--- src/rtl/bsg_counter_up_down_pkg.sv ---
// Shared types and width helpers for the multi-channel up/down counter.
package bsg_counter_up_down_pkg;

  typedef enum logic [1:0] {
    e_cnt_ok,
    e_cnt_over,
    e_cnt_under
  } bsg_cnt_status_e;

  function automatic int bsg_width(input int x);
    return $clog2(x + 1);
  endfunction

  // Two guard bits: one for the carry past max, one for the sign.
  function automatic int raw_width(input int ptr_w);
    return ptr_w + 2;
  endfunction

endpackage

--- src/rtl/bsg_counter_up_down_sat_chan.sv ---
// One counter channel: register, clamp/wrap arithmetic and sticky error.
// Optional threshold flag when BSG_COUNTER_UP_DOWN_SAT_MULTI_THRESH_EN is defined.
module bsg_counter_up_down_sat_chan
  import bsg_counter_up_down_pkg::*;
#(
  parameter int max_val_p  = 15,
  parameter int init_val_p = 0,
  parameter int max_step_p = 1,
  parameter int saturate_p = 1,
  localparam int step_width_lp = bsg_width(max_step_p),
  localparam int ptr_width_lp  = bsg_width(max_val_p)
) (
  input  logic                    clk_i,
  input  logic                    reset_i,
  input  logic                    clear_i,
  input  logic [step_width_lp-1:0] up_i,
  input  logic [step_width_lp-1:0] down_i,
  input  logic                    clear_err_i,
`ifdef BSG_COUNTER_UP_DOWN_SAT_MULTI_THRESH_EN
  input  logic [ptr_width_lp-1:0] thresh_i,
  output logic                    above_o,
`endif
  output logic [ptr_width_lp-1:0] count_o,
  output logic                    zero_o,
  output logic                    full_o,
  output logic                    err_o
);

  localparam int rw_lp = raw_width(ptr_width_lp);
  localparam logic [ptr_width_lp-1:0] init_lp = ptr_width_lp'(init_val_p);
  localparam logic [ptr_width_lp-1:0] max_lp  = ptr_width_lp'(max_val_p);
  localparam logic signed [rw_lp-1:0] max_s_lp = rw_lp'(max_val_p);

  logic [ptr_width_lp-1:0] count_q, count_d;
  logic                    err_q, err_d;
  logic signed [rw_lp-1:0] raw;
  logic [ptr_width_lp-1:0] next_cnt;
  bsg_cnt_status_e         status;

  assign raw = signed'(rw_lp'(count_q))
             + signed'(rw_lp'(up_i))
             - signed'(rw_lp'(down_i));

  always_comb begin
    status = e_cnt_ok;
    unique case (1'b1)
      raw[rw_lp-1]:     status = e_cnt_under;
      (raw > max_s_lp): status = e_cnt_over;
      default:          status = e_cnt_ok;
    endcase
  end

  always_comb begin
    next_cnt = raw[ptr_width_lp-1:0];
    if (saturate_p != 0) begin
      unique case (status)
        e_cnt_over:  next_cnt = max_lp;
        e_cnt_under: next_cnt = '0;
        default:     next_cnt = raw[ptr_width_lp-1:0];
      endcase
    end
  end

  // A clear reloads the count but leaves the error history alone.
  always_comb begin
    count_d = count_q;
    err_d   = err_q;
    if (clear_i) begin
      count_d = init_lp;
    end else begin
      count_d = next_cnt;
      err_d   = (status != e_cnt_ok) | (err_q & ~clear_err_i);
    end
  end

  always_ff @(posedge clk_i) begin
    if (reset_i) begin
      count_q <= init_lp;
      err_q   <= 1'b0;
    end else begin
      count_q <= count_d;
      err_q   <= err_d;
    end
  end

`ifdef BSG_COUNTER_UP_DOWN_SAT_MULTI_THRESH_EN
  logic above_q, above_d;

  assign above_d = (count_d >= thresh_i);

  always_ff @(posedge clk_i) begin
    if (reset_i) above_q <= 1'b0;
    else         above_q <= above_d;
  end

  assign above_o = above_q;
`endif

  assign count_o = count_q;
  assign zero_o  = (count_q == '0);
  assign full_o  = (count_q == max_lp);
  assign err_o   = err_q;

endmodule

--- src/rtl/bsg_counter_up_down_sat_multi.sv ---
// Array of independent saturating/wrapping up/down counters.
// Define BSG_COUNTER_UP_DOWN_SAT_MULTI_THRESH_EN to add thresh_i/above_o.
module bsg_counter_up_down_sat_multi
  import bsg_counter_up_down_pkg::*;
#(
  parameter int els_p      = 1,
  parameter int max_val_p  = 15,
  parameter int init_val_p = 0,
  parameter int max_step_p = 1,
  parameter int saturate_p = 1,
  localparam int step_width_lp = bsg_width(max_step_p),
  localparam int ptr_width_lp  = bsg_width(max_val_p)
) (
  input  logic                             clk_i,
  input  logic                             reset_i,
  input  logic [els_p-1:0]                 clear_i,
  input  logic [els_p*step_width_lp-1:0]   up_i,
  input  logic [els_p*step_width_lp-1:0]   down_i,
  input  logic [els_p-1:0]                 clear_err_i,
`ifdef BSG_COUNTER_UP_DOWN_SAT_MULTI_THRESH_EN
  input  logic [els_p*ptr_width_lp-1:0]    thresh_i,
  output logic [els_p-1:0]                 above_o,
`endif
  output logic [els_p*ptr_width_lp-1:0]    count_o,
  output logic [els_p-1:0]                 zero_o,
  output logic [els_p-1:0]                 full_o,
  output logic [els_p-1:0]                 err_o
);

  localparam int sw_lp = step_width_lp;
  localparam int pw_lp = ptr_width_lp;

  for (genvar i = 0; i < els_p; i++) begin : g_chan
    bsg_counter_up_down_sat_chan #(
      .max_val_p  (max_val_p),
      .init_val_p (init_val_p),
      .max_step_p (max_step_p),
      .saturate_p (saturate_p)
    ) u_chan (
      .clk_i       (clk_i),
      .reset_i     (reset_i),
      .clear_i     (clear_i[i]),
      .up_i        (up_i[i*sw_lp +: sw_lp]),
      .down_i      (down_i[i*sw_lp +: sw_lp]),
      .clear_err_i (clear_err_i[i]),
`ifdef BSG_COUNTER_UP_DOWN_SAT_MULTI_THRESH_EN
      .thresh_i    (thresh_i[i*pw_lp +: pw_lp]),
      .above_o     (above_o[i]),
`endif
      .count_o     (count_o[i*pw_lp +: pw_lp]),
      .zero_o      (zero_o[i]),
      .full_o      (full_o[i]),
      .err_o       (err_o[i])
    );
  end

endmodule
--- config.mk ---
export PLATFORM = sky130hd
export DESIGN_NAME = bsg_counter_up_down_sat_multi
export DESIGN_NICKNAME = d
export VERILOG_FILES = /design/src/rtl/bsg_counter_up_down_pkg.sv /design/src/rtl/bsg_counter_up_down_sat_chan.sv /design/src/rtl/bsg_counter_up_down_sat_multi.sv
export SDC_FILE = /design/constraint.sdc
export NUM_CORES = 1
export LEC_CHECK = 0
export BUFFER_PORTS_ARGS = -buffer_cell sky130_fd_sc_hd__buf_2
export CAP_MARGIN = 20
export CORE_AREA = 2 2 39 41
export DETAILED_ROUTE_END_ITERATION = 10
export DIE_AREA = 0 0 41 43
export PLACE_DENSITY = 0.51
export SLEW_MARGIN = 10
export SYNTH_ARGS = -nofsm -noshare
export SYNTH_HDL_FRONTEND = slang
export SYNTH_HIERARCHICAL = 1
export SYNTH_SLANG_ARGS = --single-unit
--- constraint.sdc ---
create_clock -name clk_i -period 2 [get_ports clk_i]
set_clock_uncertainty 0.05 [all_clocks]
set_input_delay 0.2 -clock clk_i [delete_from_list [all_inputs] [get_ports clk_i]]
set_output_delay 0.2 -clock clk_i [all_outputs]
set_load 0.005 [all_outputs]
== Word level (Yosys, flattened, before mapping) ==
Index checks and enable logic that the tools add are counted.

* Input port bits: 6
* Flip-flop bits (word level): 5

* Multiplexer cells: 2
* Eq/ne operators: 3
* Magnitude comparators: 1
* Reduce and logical (&&, ||, !) cells: 3
* Add/subtract/negate cells: 2
* Bitwise logic cells: 3

{| class="wikitable"
|+ Operator list
! cell !! number
|-
| case mux 4 bit (2 select lines) || 1
|-
| greater-than comparator 6 x 5 -> 1 bit (second input constant) || 1
|-
| subtractor 6 x 2 -> 6 bit || 1
|-
| adder 4 x 1 -> 5 bit || 1
|-
| == test 4 bit (second input constant) || 1
|-
| logical NOT 4 bit || 1
|-
| case mux 2 bit (2 select lines) || 1
|-
| == test 2 x 1 -> 1 bit (second input constant) || 1
|-
| == test 2 bit (second input constant) || 1
|-
| nonzero test 2 bit || 1
|-
| OR reduction 2 bit || 1
|-
| AND 1 bit || 1
|-
| NOT 1 bit || 1
|-
| bitwise OR 1 bit || 1
|}

== Depth between registers and ports, before layout ==
* Word-level depth: 6
* Gate-level depth with buffers: 10

== Worst setup path before layout ==
No wires, ideal clock.

* Path kind: register to register
* Start point: reg g_chan[0].u_chan.count_q[0]
* End point: reg g_chan[0].u_chan.err_q
* Setup slack: -19 ps
* Data required time: 1820 ps
* Buffers on the path: 0
* Data arrival time: 1839 ps
* Period minus slack after synthesis: 2019 ps
* Cell stages (with the launch flop): 11
* Cell sequence: dfxtp_1 -> inv_1 -> ha_1 -> inv_1 -> ha_1 -> inv_1 -> fa_1 -> nand2b_1 -> a21oi_2 -> xnor2_1 -> o311ai_1

* Word-level cells in the longest chain between the ends: 6

{| class="wikitable"
|+ Ends and longest elaborated chain
! item !! line !! text
|-
| start, declared || bsg_counter_up_down_sat_chan.sv:34 || <nowiki>logic [ptr_width_lp-1:0] count_q, count_d;</nowiki>
|-
| start signal, assigned || bsg_counter_up_down_sat_chan.sv:78 || <nowiki>count_q <= init_lp;</nowiki>
|-
| start signal, assigned || bsg_counter_up_down_sat_chan.sv:81 || <nowiki>count_q <= count_d;</nowiki>
|-
| adder 4 x 1 -> 5 bit * || bsg_counter_up_down_sat_chan.sv:41 || <nowiki>+ signed'(rw_lp'(up_i))</nowiki>
|-
| subtractor 6 x 2 -> 6 bit * || bsg_counter_up_down_sat_chan.sv:42 || <nowiki>- signed'(rw_lp'(down_i));</nowiki>
|-
| greater-than comparator 6 x 5 -> 1 bit || bsg_counter_up_down_sat_chan.sv:48 || <nowiki>(raw > max_s_lp): status = e_cnt_over;</nowiki>
|-
| case mux 2 bit (2 select lines) * || bsg_counter_up_down_sat_chan.sv:46 || <nowiki>unique case (1'b1)</nowiki>
|-
| nonzero test 2 bit * || bsg_counter_up_down_sat_chan.sv:72 || <nowiki>err_d = (status != e_cnt_ok) | (err_q & ~clear_err_i);</nowiki>
|-
| bitwise OR 1 bit * || bsg_counter_up_down_sat_chan.sv:72 ||
|-
| end signal, assigned || bsg_counter_up_down_sat_chan.sv:82 || <nowiki>err_q <= err_d;</nowiki>
|-
| end, declared || bsg_counter_up_down_sat_chan.sv:35 || <nowiki>logic err_q, err_d;</nowiki>
|}

Every way passes the cells marked *; elsewhere a longest branch is shown, timed or not.
A chain may end at the register's enable or synchronous reset.

== Worst setup path after layout ==
Ends and elaborated chain as after synthesis.

==> results.toml <==
[placed_design]
io_buffers = 12
dpl_worst_slack_ns = -0.0889
place.gp.congestion = 0.716
numPlacedInstances = 75
placed_area_um2 = 527
hpwl_um = 699

[floorplanning]
start_util = 0.294
die-area_um2 = 1760
io_pins = 13
core_um2 = 1380
rows = 14
die_width_um = 41
die_h_um = 43

[synth]
ys_seq_elements = 5
ys_types = 19
syn_area_um2 = 407
ys_seq_area_frac = 0.246
syn_avg_cell_area_um2 = 9.04
yosysWarnings = 6
syn-num-nets = 60
synth_cells = 45

[sta]
hold_viol_final = 0
finalCritPeriodShare = 0.964
worst_hold_slack_ns = 0.179
rsz0062_at_grt = "true"
fmax_ghz = 0.519
drv_slew = 0
maxSlewHeadroom = 0.833
fin_ws_ns = 0.0722
worstMarginPinSlew_ns = 0.249
setup_viol = 0
min_period_ns = 1.93

[clock_tree]
clockBufferDepth = 2
clock_latency_ns = 0.24
cts-htree-levels = 1
path_clk_slew_ns = 0.04
cts.sinks = 5
cts_buffers = 3
cts_root_buf = "clkbuf_4"
cts_tree = "done"

[worst_setup_path]
start_kind = "flip-flop"
timing_worst_setup_path_type = "reg -> reg"
cp_data_required_time_ns = 2.09
crit_fanout = 5
arrival_ns = 2.02
end_kind = "flip-flop"

[finish]
area_growth_pct = 44.3
drive_above_1_share = 0.484
antennaDiodeCount = 0
final_common_cell = "buf_2"
layout_common_cells = "12 x buf_2, 6 x ha_1, 5 x inv_1"
nets = 80
stdcell_count = 80
finalInstanceArea_um2 = 587

[power_and_ir_drop]
power_density_nw_per_um2 = 1890
power_w = 0.00111
leakage_nw = 0.289
max-vdd-ir-drop_uv = 905

[detailed_routing]
finalWirelength_um = 792
avgViaCountPerCell = 4.43
avgRoutedWirePerCell_um = 9.90
drtIter0Drc = 4
ant_nets = 0
vias = 354
drc_errors = 0
first_pass_iters = 3

[global_routing]
grt_start_max_net_pins = 6
overflow = 0
grt_pass1_wl_um = 1390
first_global_vias = 361
grtUsageTotal = 0.119
antenna_found_initial = 0

[worst_hold_path]
hp-class = "in -> reg"

[run_status]
outcome = "complete, no violations"

[run]
cap_viol_max_count = 0
==> power breakdown <==
part / total (W) / internal (W) / switching (W)
clock network: 0.000116 / 0.0000754 / 0.0000404
registers: 0.000184 / 0.000147 / 0.0000366
logic: 0.000809 / 0.000413 / 0.000396
==> Yosys cell counts <==
cell type | n | area (um^2)
and3_4 | 1 | 11.3
and3_1 | 2 | 12.5
ha_1 | 8 | 100
a21oi_2 | 1 | 8.76
nand3b_1 | 1 | 7.51
dfxtp_1 | 5 | 100
nor2b_1 | 1 | 6.26
inv_1 | 8 | 30.0
nor2_1 | 3 | 11.3
o311ai_1 | 1 | 8.76
a211o_1 | 1 | 8.76
a21oi_1 | 4 | 20.0
a21o_2 | 1 | 8.76
nand3_1 | 1 | 5.00
xnor2_1 | 2 | 17.5
xor2_1 | 1 | 8.76
fa_1 | 1 | 20.0
nand2b_1 | 2 | 12.5
o21ai_2 | 1 | 8.76
==> through the flow <==
step	utilization	setup TNS (ns)
final	0.424	0
after floorplan	-	0
after detailed placement	0.381	-0.219
after CTS	0.424	0
after global placement	0.381	-0.0873
after global routing	0.424	-0.0737
==> what timing repair did <==
item                                    in CTS  in global routing
hold buffers                                 0                  0
endpoints found under the setup margin       5                  3
setup buffers                                1                  0
gates resized for setup                      7                  0
pin swaps                                    4                  1
==> flip-flops by register name (all words and copies together), names as in the netlist <==
signal,count
g_chan.u_chan/count_o,4
g_chan.u_chan/err_o,1
==> critical path: stages (launching register included) <==
cell and delay (ns):
dfxtp_2 0.33, inv_2 0.05, ha_4 0.20, inv_2 0.06, ha_4 0.12, inv_2 0.03
fa_2 0.34, nand2b_4 0.15, a21oi_4 0.14, xnor2_2 0.11, o311ai_1 0.25
==> final cells by class <==
cell class	instances	area (um^2)
repair buffers	15	82.6
clock buffers	4	26.3
fillers	152	797
inverters	8	30.0
multi-input cells	32	327
well taps	16	20.0
flip-flops and latches	5	101
==> kinds of logic (layout without fill, tap and decap cells) <==
family | count (synthesis) | count (layout) | share of synthesized area
fa+ha+maj | 9 | 9 | 0.295
simple gates | 11 | 11 | 0.163
flops | 5 | 5 | 0.246
buf+inv | 8 | 27 | 0.0738
compound gates | 9 | 9 | 0.157
xor+xnor | 3 | 3 | 0.0646
==> worst paths after layout <==
path / end / slack [ns] / from / cells after the start
hold / removal: g_chan[0].u_chan/err_o$_SDFFE_PP0N_ / 0.18 / clear_i / 2
setup / recovery: g_chan[0].u_chan/err_o$_SDFFE_PP0N_ / 0.07 / g_chan[0].u_chan/count_o[0]$_SDFF_PP0_ / 10
setup reg to reg: g_chan[0].u_chan/err_o$_SDFFE_PP0N_ / 0.07 / g_chan[0].u_chan/count_o[0]$_SDFF_PP0_ / 10
hold reg to reg: g_chan[0].u_chan/err_o$_SDFFE_PP0N_ / 0.47 / g_chan[0].u_chan/err_o$_SDFFE_PP0N_ / 2
==> routing by layer <==
layer | up-vias | GRT usage | wire length (um)
met2 | 9 | 0.163 | 362
met1 | 153 | 0.158 | 368
met4 | 0 | 0.120 | 19
met5 | - | 0 | 0
li1 | 190 | - | -
met3 | 2 | 0 | 42
Note: power is estimated with default switching activity, not from simulation.
